<file path="config.mk">
export PLATFORM = sky130hd
export DESIGN_NAME = octree_mem_bridge
export DESIGN_NICKNAME = d
export VERILOG_FILES = /design/src/rtl/octree_mem_bridge.sv
export SDC_FILE = /design/constraint.sdc
export NUM_CORES = 1
export LEC_CHECK = 0
export BUFFER_PORTS_ARGS = -buffer_cell sky130_fd_sc_hd__buf_4
export CORE_AREA = 3 3 215 217
export CTS_CLUSTER_SIZE = 25
export DETAILED_ROUTE_END_ITERATION = 7
export DIE_AREA = 0 0 218 220
export SYNTH_ARGS = -nofsm -noshare
export SYNTH_HDL_FRONTEND = slang
export SYNTH_SLANG_ARGS = --single-unit
</file>
<file path="constraint.sdc">
create_clock -name clk_i -period 5.7 [get_ports clk_i]
set_clock_uncertainty 0.05 [all_clocks]
set_input_delay 0.855 -clock clk_i [delete_from_list [all_inputs] [get_ports clk_i]]
set_output_delay 0.855 -clock clk_i [all_outputs]
set_load 0.01 [all_outputs]
</file>
<file path="src/rtl/octree_mem_bridge.sv">
// ---------------------------------------------------------------------------
// octree_mem_bridge
//
// Bridges a simple request/response memory bus to the octree accelerator. The
// bridge exposes a bank of writable CSR words, one read-only status word and
// NUM_REGIONS SRAM regions.
//
// Bus handshake: the bus has no back-pressure. Every cycle with mem_req_i=1 is
// one accepted request. Exactly one cycle later, mem_rvalid_o pulses once for
// that request, for reads and writes alike. mem_err_o and mem_rdata_o are only
// meaningful while mem_rvalid_o=1. mem_rdata_o is 0 on write acks and 0
// whenever mem_rvalid_o=0.
//
// Address map, with offsets taken from BASE_ADDR:
//   CSR word k   : k * 0x1_0000            (k < CSR_WORDS)
//   status word  : CSR_WORDS * 0x1_0000    (read-only, {busy_i, op_done_i})
//   region r     : (r+1) * 0x10_0000       (DEPTH words of DATA_W bits)
// CSR word 0 bits [49:48] are the start field. Writing a nonzero value there
// pulses start_o for one cycle, and the field then clears itself.
// DATA_W must be at least 64 so that the start field exists.
//
// Ports:
//   clk_i, rst_i             clock, synchronous active-high reset
//   mem_req_i .. mem_wdata_i bus request (write flag, byte enables, addr, data)
//   mem_rdata_o, mem_rvalid_o, mem_err_o   bus response
//   csr_o                    flattened CSR words (word k at [k*DATA_W +: DATA_W])
//   start_o                  one-cycle accelerator start pulse
//   busy_i, op_done_i        accelerator status
//   sram_*                   SRAM ports shared by all regions, one req bit per
//                            region; sram_rdata_i has 1-cycle read latency
// ---------------------------------------------------------------------------
module octree_mem_bridge #(
    parameter int          DATA_W      = 64,
    parameter int          NUM_REGIONS = 2,
    parameter int          DEPTH       = 1024,
    parameter int          CSR_WORDS   = 2,
    parameter logic [63:0] BASE_ADDR   = 64'h6000_0000
) (
    input  logic                          clk_i,
    input  logic                          rst_i,
    input  logic                          mem_req_i,
    input  logic                          mem_write_en_i,
    input  logic [DATA_W/8-1:0]           mem_byte_en_i,
    input  logic [63:0]                   mem_addr_i,
    input  logic [DATA_W-1:0]             mem_wdata_i,
    output logic [DATA_W-1:0]             mem_rdata_o,
    output logic                          mem_rvalid_o,
    output logic                          mem_err_o,
    output logic [CSR_WORDS*DATA_W-1:0]   csr_o,
    output logic                          start_o,
    input  logic                          busy_i,
    input  logic [1:0]                    op_done_i,
    output logic [NUM_REGIONS-1:0]        sram_req_o,
    output logic                          sram_we_o,
    output logic [DATA_W/8-1:0]           sram_be_o,
    output logic [$clog2(DEPTH)-1:0]      sram_addr_o,
    output logic [DATA_W-1:0]             sram_wdata_o,
    input  logic [NUM_REGIONS*DATA_W-1:0] sram_rdata_i
);

    localparam int          BYTES        = DATA_W / 8;
    localparam int          WB           = $clog2(BYTES);
    localparam int          AW           = $clog2(DEPTH);
    localparam int          RIW          = (NUM_REGIONS > 1) ? $clog2(NUM_REGIONS) : 1;
    localparam int          CIW          = (CSR_WORDS > 1) ? $clog2(CSR_WORDS) : 1;
    localparam logic [63:0] REGION_BYTES = 64'(DEPTH) * 64'(BYTES);
    localparam int          START_LO     = 48;
    localparam int          START_HI     = 49;

    // ---------------- address decode ----------------
    logic [63:0]    offset;
    logic           csr_hit, stat_hit, reg_hit;
    logic [CIW-1:0] csr_idx;
    logic [RIW-1:0] reg_idx;
    logic [43:0]    reg_num;
    logic           req_ok, region_ok;

    // An address below BASE_ADDR wraps to a huge offset and falls through to unmapped.
    assign offset   = mem_addr_i - BASE_ADDR;
    assign reg_num  = offset[63:20];
    assign csr_hit  = (offset[63:16] < 48'(CSR_WORDS)) && ((offset[15:0] >> WB) == 16'd0);
    assign stat_hit = (offset[63:16] == 48'(CSR_WORDS)) && ((offset[15:0] >> WB) == 16'd0);
    assign reg_hit  = (reg_num >= 44'd1) && (reg_num <= 44'(NUM_REGIONS))
                      && (64'(offset[19:0]) < REGION_BYTES);
    assign csr_idx  = CIW'(offset[63:16]);
    assign reg_idx  = RIW'(reg_num - 44'd1);

    // A request that arrives while reset is asserted is dropped entirely.
    assign req_ok    = mem_req_i && !rst_i;
    assign region_ok = req_ok && reg_hit && !busy_i;

    // ---------------- SRAM side (combinational in request cycle) ----------------
    assign sram_req_o   = region_ok ? (NUM_REGIONS'(1) << reg_idx) : '0;
    assign sram_we_o    = mem_write_en_i;
    assign sram_be_o    = mem_byte_en_i;
    assign sram_addr_o  = AW'(offset[19:0] >> WB);
    assign sram_wdata_o = mem_wdata_i;

    // ---------------- state ----------------
    logic [DATA_W-1:0] csr_q [CSR_WORDS];
    logic [DATA_W-1:0] csr_d [CSR_WORDS];
    logic              rvalid_q, err_q, err_d, start_q, start_d;
    logic [DATA_W-1:0] rdata_q, rdata_d;
    logic              rd_region_q;
    logic [RIW-1:0]    ridx_q;
    logic [DATA_W-1:0] merged;

    always_comb begin
        csr_d   = csr_q;
        start_d = 1'b0;
        err_d   = 1'b0;
        rdata_d = '0;
        merged  = '0;
        // The start field is visible for the single cycle start_o is high,
        // then clears itself.
        if (start_q) begin
            csr_d[0][START_HI:START_LO] = 2'b00;
        end
        if (req_ok) begin
            if (csr_hit) begin
                if (mem_write_en_i) begin
                    merged = csr_d[csr_idx];
                    for (int b = 0; b < BYTES; b++) begin
                        if (mem_byte_en_i[b]) begin
                            merged[b*8 +: 8] = mem_wdata_i[b*8 +: 8];
                        end
                    end
                    if ((csr_idx == CIW'(0)) && (merged[START_HI:START_LO] != 2'b00)) begin
                        if (busy_i) begin
                            // The start is refused, but the other bytes still land.
                            merged[START_HI:START_LO] = 2'b00;
                            err_d = 1'b1;
                        end else begin
                            start_d = 1'b1;
                        end
                    end
                    csr_d[csr_idx] = merged;
                end else begin
                    rdata_d = csr_q[csr_idx];
                end
            end else if (stat_hit) begin
                if (mem_write_en_i) begin
                    err_d = 1'b1;
                end else begin
                    rdata_d = DATA_W'({busy_i, op_done_i});
                end
            end else if (reg_hit) begin
                err_d = busy_i;
            end else begin
                err_d = 1'b1;
            end
        end
    end

    always_ff @(posedge clk_i) begin
        if (rst_i) begin
            for (int k = 0; k < CSR_WORDS; k++) begin
                csr_q[k] <= '0;
            end
            rvalid_q    <= 1'b0;
            err_q       <= 1'b0;
            rdata_q     <= '0;
            start_q     <= 1'b0;
            rd_region_q <= 1'b0;
            ridx_q      <= '0;
        end else begin
            csr_q       <= csr_d;
            rvalid_q    <= mem_req_i;
            err_q       <= err_d;
            rdata_q     <= rdata_d;
            start_q     <= start_d;
            rd_region_q <= region_ok && !mem_write_en_i;
            ridx_q      <= reg_idx;
        end
    end

    // ---------------- outputs ----------------
    assign mem_rvalid_o = rvalid_q;
    assign mem_err_o    = err_q;
    assign start_o      = start_q;
    // Region read data comes straight from the SRAM, which has 1-cycle latency.
    // All other responses come from rdata_q, which is 0 when nothing was read.
    assign mem_rdata_o  = rd_region_q ? sram_rdata_i[ridx_q*DATA_W +: DATA_W] : rdata_q;

    for (genvar k = 0; k < CSR_WORDS; k++) begin : g_csr_out
        assign csr_o[k*DATA_W +: DATA_W] = csr_q[k];
    end

endmodule

</file>
# Word-level counts from Yosys, hierarchy flattened
# Cells that the tools add are included.
# Widths: inputs -> output; s select.
# word_totals
regBits	197
output_inout_bits	280
elab_cells	108
# op_classes
addsub	2
magnitude_cmp	6
eq_ne	1
shifts	2
muxes	64
bitwise_logic	6
reduce_logical	18
# ops
operator	n
$mux 64	10
$mux 114	3
$mux 8	32
$bwmux 128	1
$shiftx 128x8->64	1
$demux 64 s1	1
$sub 64x31->64 const B	1
$eq 48x2->1 const B	1
$lt 48x2->1 const B	1
$ge 44x1->1 const B	1
$le 44x2->1 const B	1
$lt 20x14->1 const B	1
$logic_not 16->1	1
$mux 2	7
$logic_and 1x1->1	10
$mux 1	8
$mux 3	2
$not 1->1	5
$reduce_or 5->1	1
$logic_not 1->1	3
$reduce_and 3->1	1
$ge 2x2->1 const B	1
$lt 2x1->1 const B	1
$not 1->2	1
4 further kinds	4

# Depth between registers and ports, before layout
# depth
word_depth	19
ltp_mapped	12

# Worst setup path before layout
# OpenSTA, ideal clock, no wires.
# synth_timing
path_kind	input-to-output
start	input mem_addr_i[29]
end	output sram_req_o[0]
arrival_time_ns	2.841
required_time_ns	4.795
path_slack_ns	1.954
path_stages	9
n_path_buf	1
path_cell_list	ha_1 buf_2 nor4_1 nand4_2 o31ai_1 nand4_1 nor4_1 nand3_1 nor3_1
# synth_via
elab_chain_len	7
elab_cells_between_ends	8
# synth_lines
element	line_no	source
start, declared	44	input logic [63:0] mem_addr_i,
$sub 64x31->64 *	79	assign offset = mem_addr_i - BASE_ADDR;
$ge 44x1->1 or $le 44x2->1 (tied branches)	83	assign reg_hit = (reg_num >= 44'd1) && (reg_num <= 44'(NUM_REGIONS))
$logic_and 1x1->1 *	83	
$logic_and 1x1->1 *	84	&& (64'(offset[19:0]) < REGION_BYTES);
$logic_and 1x1->1 * (2 in a row)	90	assign region_ok = req_ok && reg_hit && !busy_i;
$mux 2 *	93	assign sram_req_o = region_ok ? (NUM_REGIONS'(1) << reg_idx) : '0;
end, declared	53	output logic [NUM_REGIONS-1:0] sram_req_o,
# Mark *: on every way between the ends. The rest lies on a longest branch, timed or not.

# Worst setup path in the final report
# Ends and elaborated chain as after synthesis.

==> out/metrics.yaml <==
status: "complete, no violations"
synth_edf_count: 0
gp_congestion: 0.8422
synthCells: 1288
io_pins: 551
start_util: 0.2349
tightest_slew_ns: 0.9739
layout-drive-gt1-share: 0.3632
cts.path.max_buffers: 2
clock.fmax_mhz: 221.3
final_nets: 1944
synth_top_family_by_area: "compound AO/OA/AOI/OAI gates"
synth_xor_area_frac: 0.005047
peakVddDrop_mv: 0.1568
r2r-start: "start_o"
ys.flop_type: "dfxtp_1"
hp-class: "flop to flop"
synthSimpleGateAreaFrac: 0.1490
gr-usage-all-layers: 0.1641
fin_crit_ns: 4.520
dp.cells: 2245
worstSetupEndpointType: "output pin"
wl_mm: 42.32
postCtsSetupBuffers: 0
syn-num-nets: 1560
ctsResizeCount: 0
yosysWarnings: 0
yosysSeqAreaShare: 0.3788
synth.distinct_cells: 54
drv_slew: 0
finalSetupViolations: 0
chipHeight_um: 220
synth_mux_area_frac: 0.1231
place_area_um2: 14290
diodes: 0
fillers: 4666
cp_data_arrival_time_ns: 3.61
grt_max_degree: 98
synth.top_cell.area_share: 0.3788
leakagePower_nw: 6.251
maxCapViolations: 0
synth_compound_area_frac: 0.2346
dp_hpwl_mm: 30.92
die_w_um: 218
power_density_nw_per_um2: 210.8
drc: 0
path_class: "input port to output pin"
period_share: 0.7929
rsz0062_at_grt: "false"
worstSetupStartpoint: "mem_addr_i[29]"
overflow: 0
instances_no_fill: 2277
wire_per_inst_um: 18.58
slew_headroom: 0.3507
critPathRequiredTime_ns: 4.80
cts.hold.buffers_added: 0
cp_max_fo: 9
grt_pass1_vias: 10569
hold_path_startpoint: "csr_o[86]"
synthAdderAreaFrac: 0.001202
cts_tree: "built"
io_buffers: 547
antenna_found_initial: 0
htreeDepth: 4
yosysTopAreaCell: "dfxtp_1"
ys_seq_elements: 197
cts_inserted_buffers: 17
core_um2: 44320
drt_iter0_drc: 609
vias_per_cell: 4.829
row_count: 77
syn_area_per_cell_um2: 8.083
startpoint_type: "input port"
grt_pass1_wl_mm: 61.55
dr.pass1.iters: 5
clkTransAtPathRegs_ns: 0.07
async_reset_ff_frac: 0
die-area_um2: 47960
stdcell_area_um2: 14960
p_total_mw: 3.153
route.antenna.remaining_nets: 0
cts_root_buffer: "clkbuf_16"
via_count: 10995
syn_to_final_growth_pct: 43.65
hold_violations: 0
synth_area_um2: 10410
synthTopCellsByArea: "dfxtp_1, mux2i_1, o211ai_1"
cts_sinks: 197
clkLatencyLatePin_ns: 0.46
setup-tns-final_ns: 0
==> worst max-delay path, stage by stage <==
cell and delay [ns]:
buf_4 0.14, ha_1 0.31, nor4_1 0.37, nand4_2 0.24, o31ai_1 0.39, nand4_1 0.13
nor4_1 0.47, nand3_1 0.33, nor3_1 0.22, buf_4 0.16
==> cell families after synthesis <==
logic type / Yosys count
AO/OA/AOI/OAI: 408
flip-flops: 197
adder cells (fa/ha/maj): 1
AND/OR/NAND/NOR: 348
multiplexers: 128
XOR/XNOR: 6
buffers and inverters: 200
==> routing by layer <==
layer,up-vias,track usage,share of wire
met1,5273,0.2079,0.43
met4,0,0.04914,0.017
met2,385,0.2822,0.50
li1,5293,-,-
met5,-,0,0
met3,44,0.03213,0.056
==> flip-flops by register name, summed over array words and instances (netlist names) <==
| signal | count |
|---|---|
| start_o | 1 |
| csr_o | 128 |
| mem_err_o | 1 |
| mem_rvalid_o | 1 |
| rdata_q | 64 |
| rd_region_q | 1 |
| ridx_q | 1 |
==> stage by stage <==
stage                     hold WS [ns]    util  worst slack (ns)
after CTS                       0.4629  0.3375             1.171
final                           0.4583  0.3375             1.180
after floorplan                 0.4546       -             1.954
after detailed placement        0.4501  0.3225             1.191
after global routing            0.4834  0.3375            0.8941
after global placement          0.4472  0.3225             1.218
==> worst paths after layout <==
kind | endpoint | slack [ns] | cells after the start
max | sram_req_o[0] | 1.18 | 10
min | csr_o[86] | 0.46 | 2
max reg2reg | mem_err_o | 4.01 | 6
min reg2reg | csr_o[86] | 0.46 | 2
==> area by class of cell <==
| type | count | area (µm²) | area share |
|---|---|---|---|
| clock buffer | 18 | 439.2 | 0.02936 |
| clock inverter | 14 | 225.2 | 0.01506 |
| inverter | 6 | 27.53 | 0.001841 |
| multi-input combinational | 891 | 5363 | 0.3586 |
| sequential | 197 | 3951 | 0.2642 |
| tap | 592 | 740.7 | 0.04953 |
| timing repair buffer | 559 | 4209 | 0.2814 |
==> cells in the mapped netlist (3+ instances only) <==
library cell	number
a21oi_1	66
a31o_2	3
buf_1	16
buf_2	10
buf_4	83
buf_6	7
clkbuf_1	78
dfxtp_1	197
inv_1	5
mux2i_1	128
nand2_1	132
nand2b_1	3
nand3_1	11
nand4_1	9
nand4b_1	3
nor2_1	138
nor2b_1	3
nor3_1	5
nor4_1	14
o211ai_1	125
o21ai_0	108
o21ai_1	84
o31ai_1	3
o32a_1	4
or2_1	3
or2_2	3
or3_1	5
or4_1	3
xnor2_1	3
xor2_1	3
==> where the power goes <==
group | total, mW | switching, mW | internal, mW
Sequential | 1.38 | 0.00682 | 1.38
Combinational | 0.397 | 0.186 | 0.211
Clock | 1.37 | 0.577 | 0.797
==> placed cells by master (no fill, tap or decap), drive strengths merged, types with 4 or more instances in the layout <==
| cell type | netlist | routed |
|---|---|---|
| nand3 | 11 | 11 |
| clkbuf | 78 | 18 |
| clkinv | 0 | 5 |
| nand4 | 10 | 10 |
| bufinv | 0 | 5 |
| mux2i | 128 | 128 |
| nor3 | 7 | 7 |
| or3 | 5 | 5 |
| o21ai | 192 | 192 |
| nand2 | 132 | 132 |
| dfxtp | 197 | 197 |
| o211ai | 125 | 125 |
| buf | 116 | 559 |
| a21oi | 66 | 66 |
| nor4 | 17 | 17 |
| o32a | 4 | 4 |
| or2 | 6 | 6 |
| nor2 | 138 | 138 |
| inv | 6 | 9 |
No activity file was read; power rests on OpenSTA's default activity.
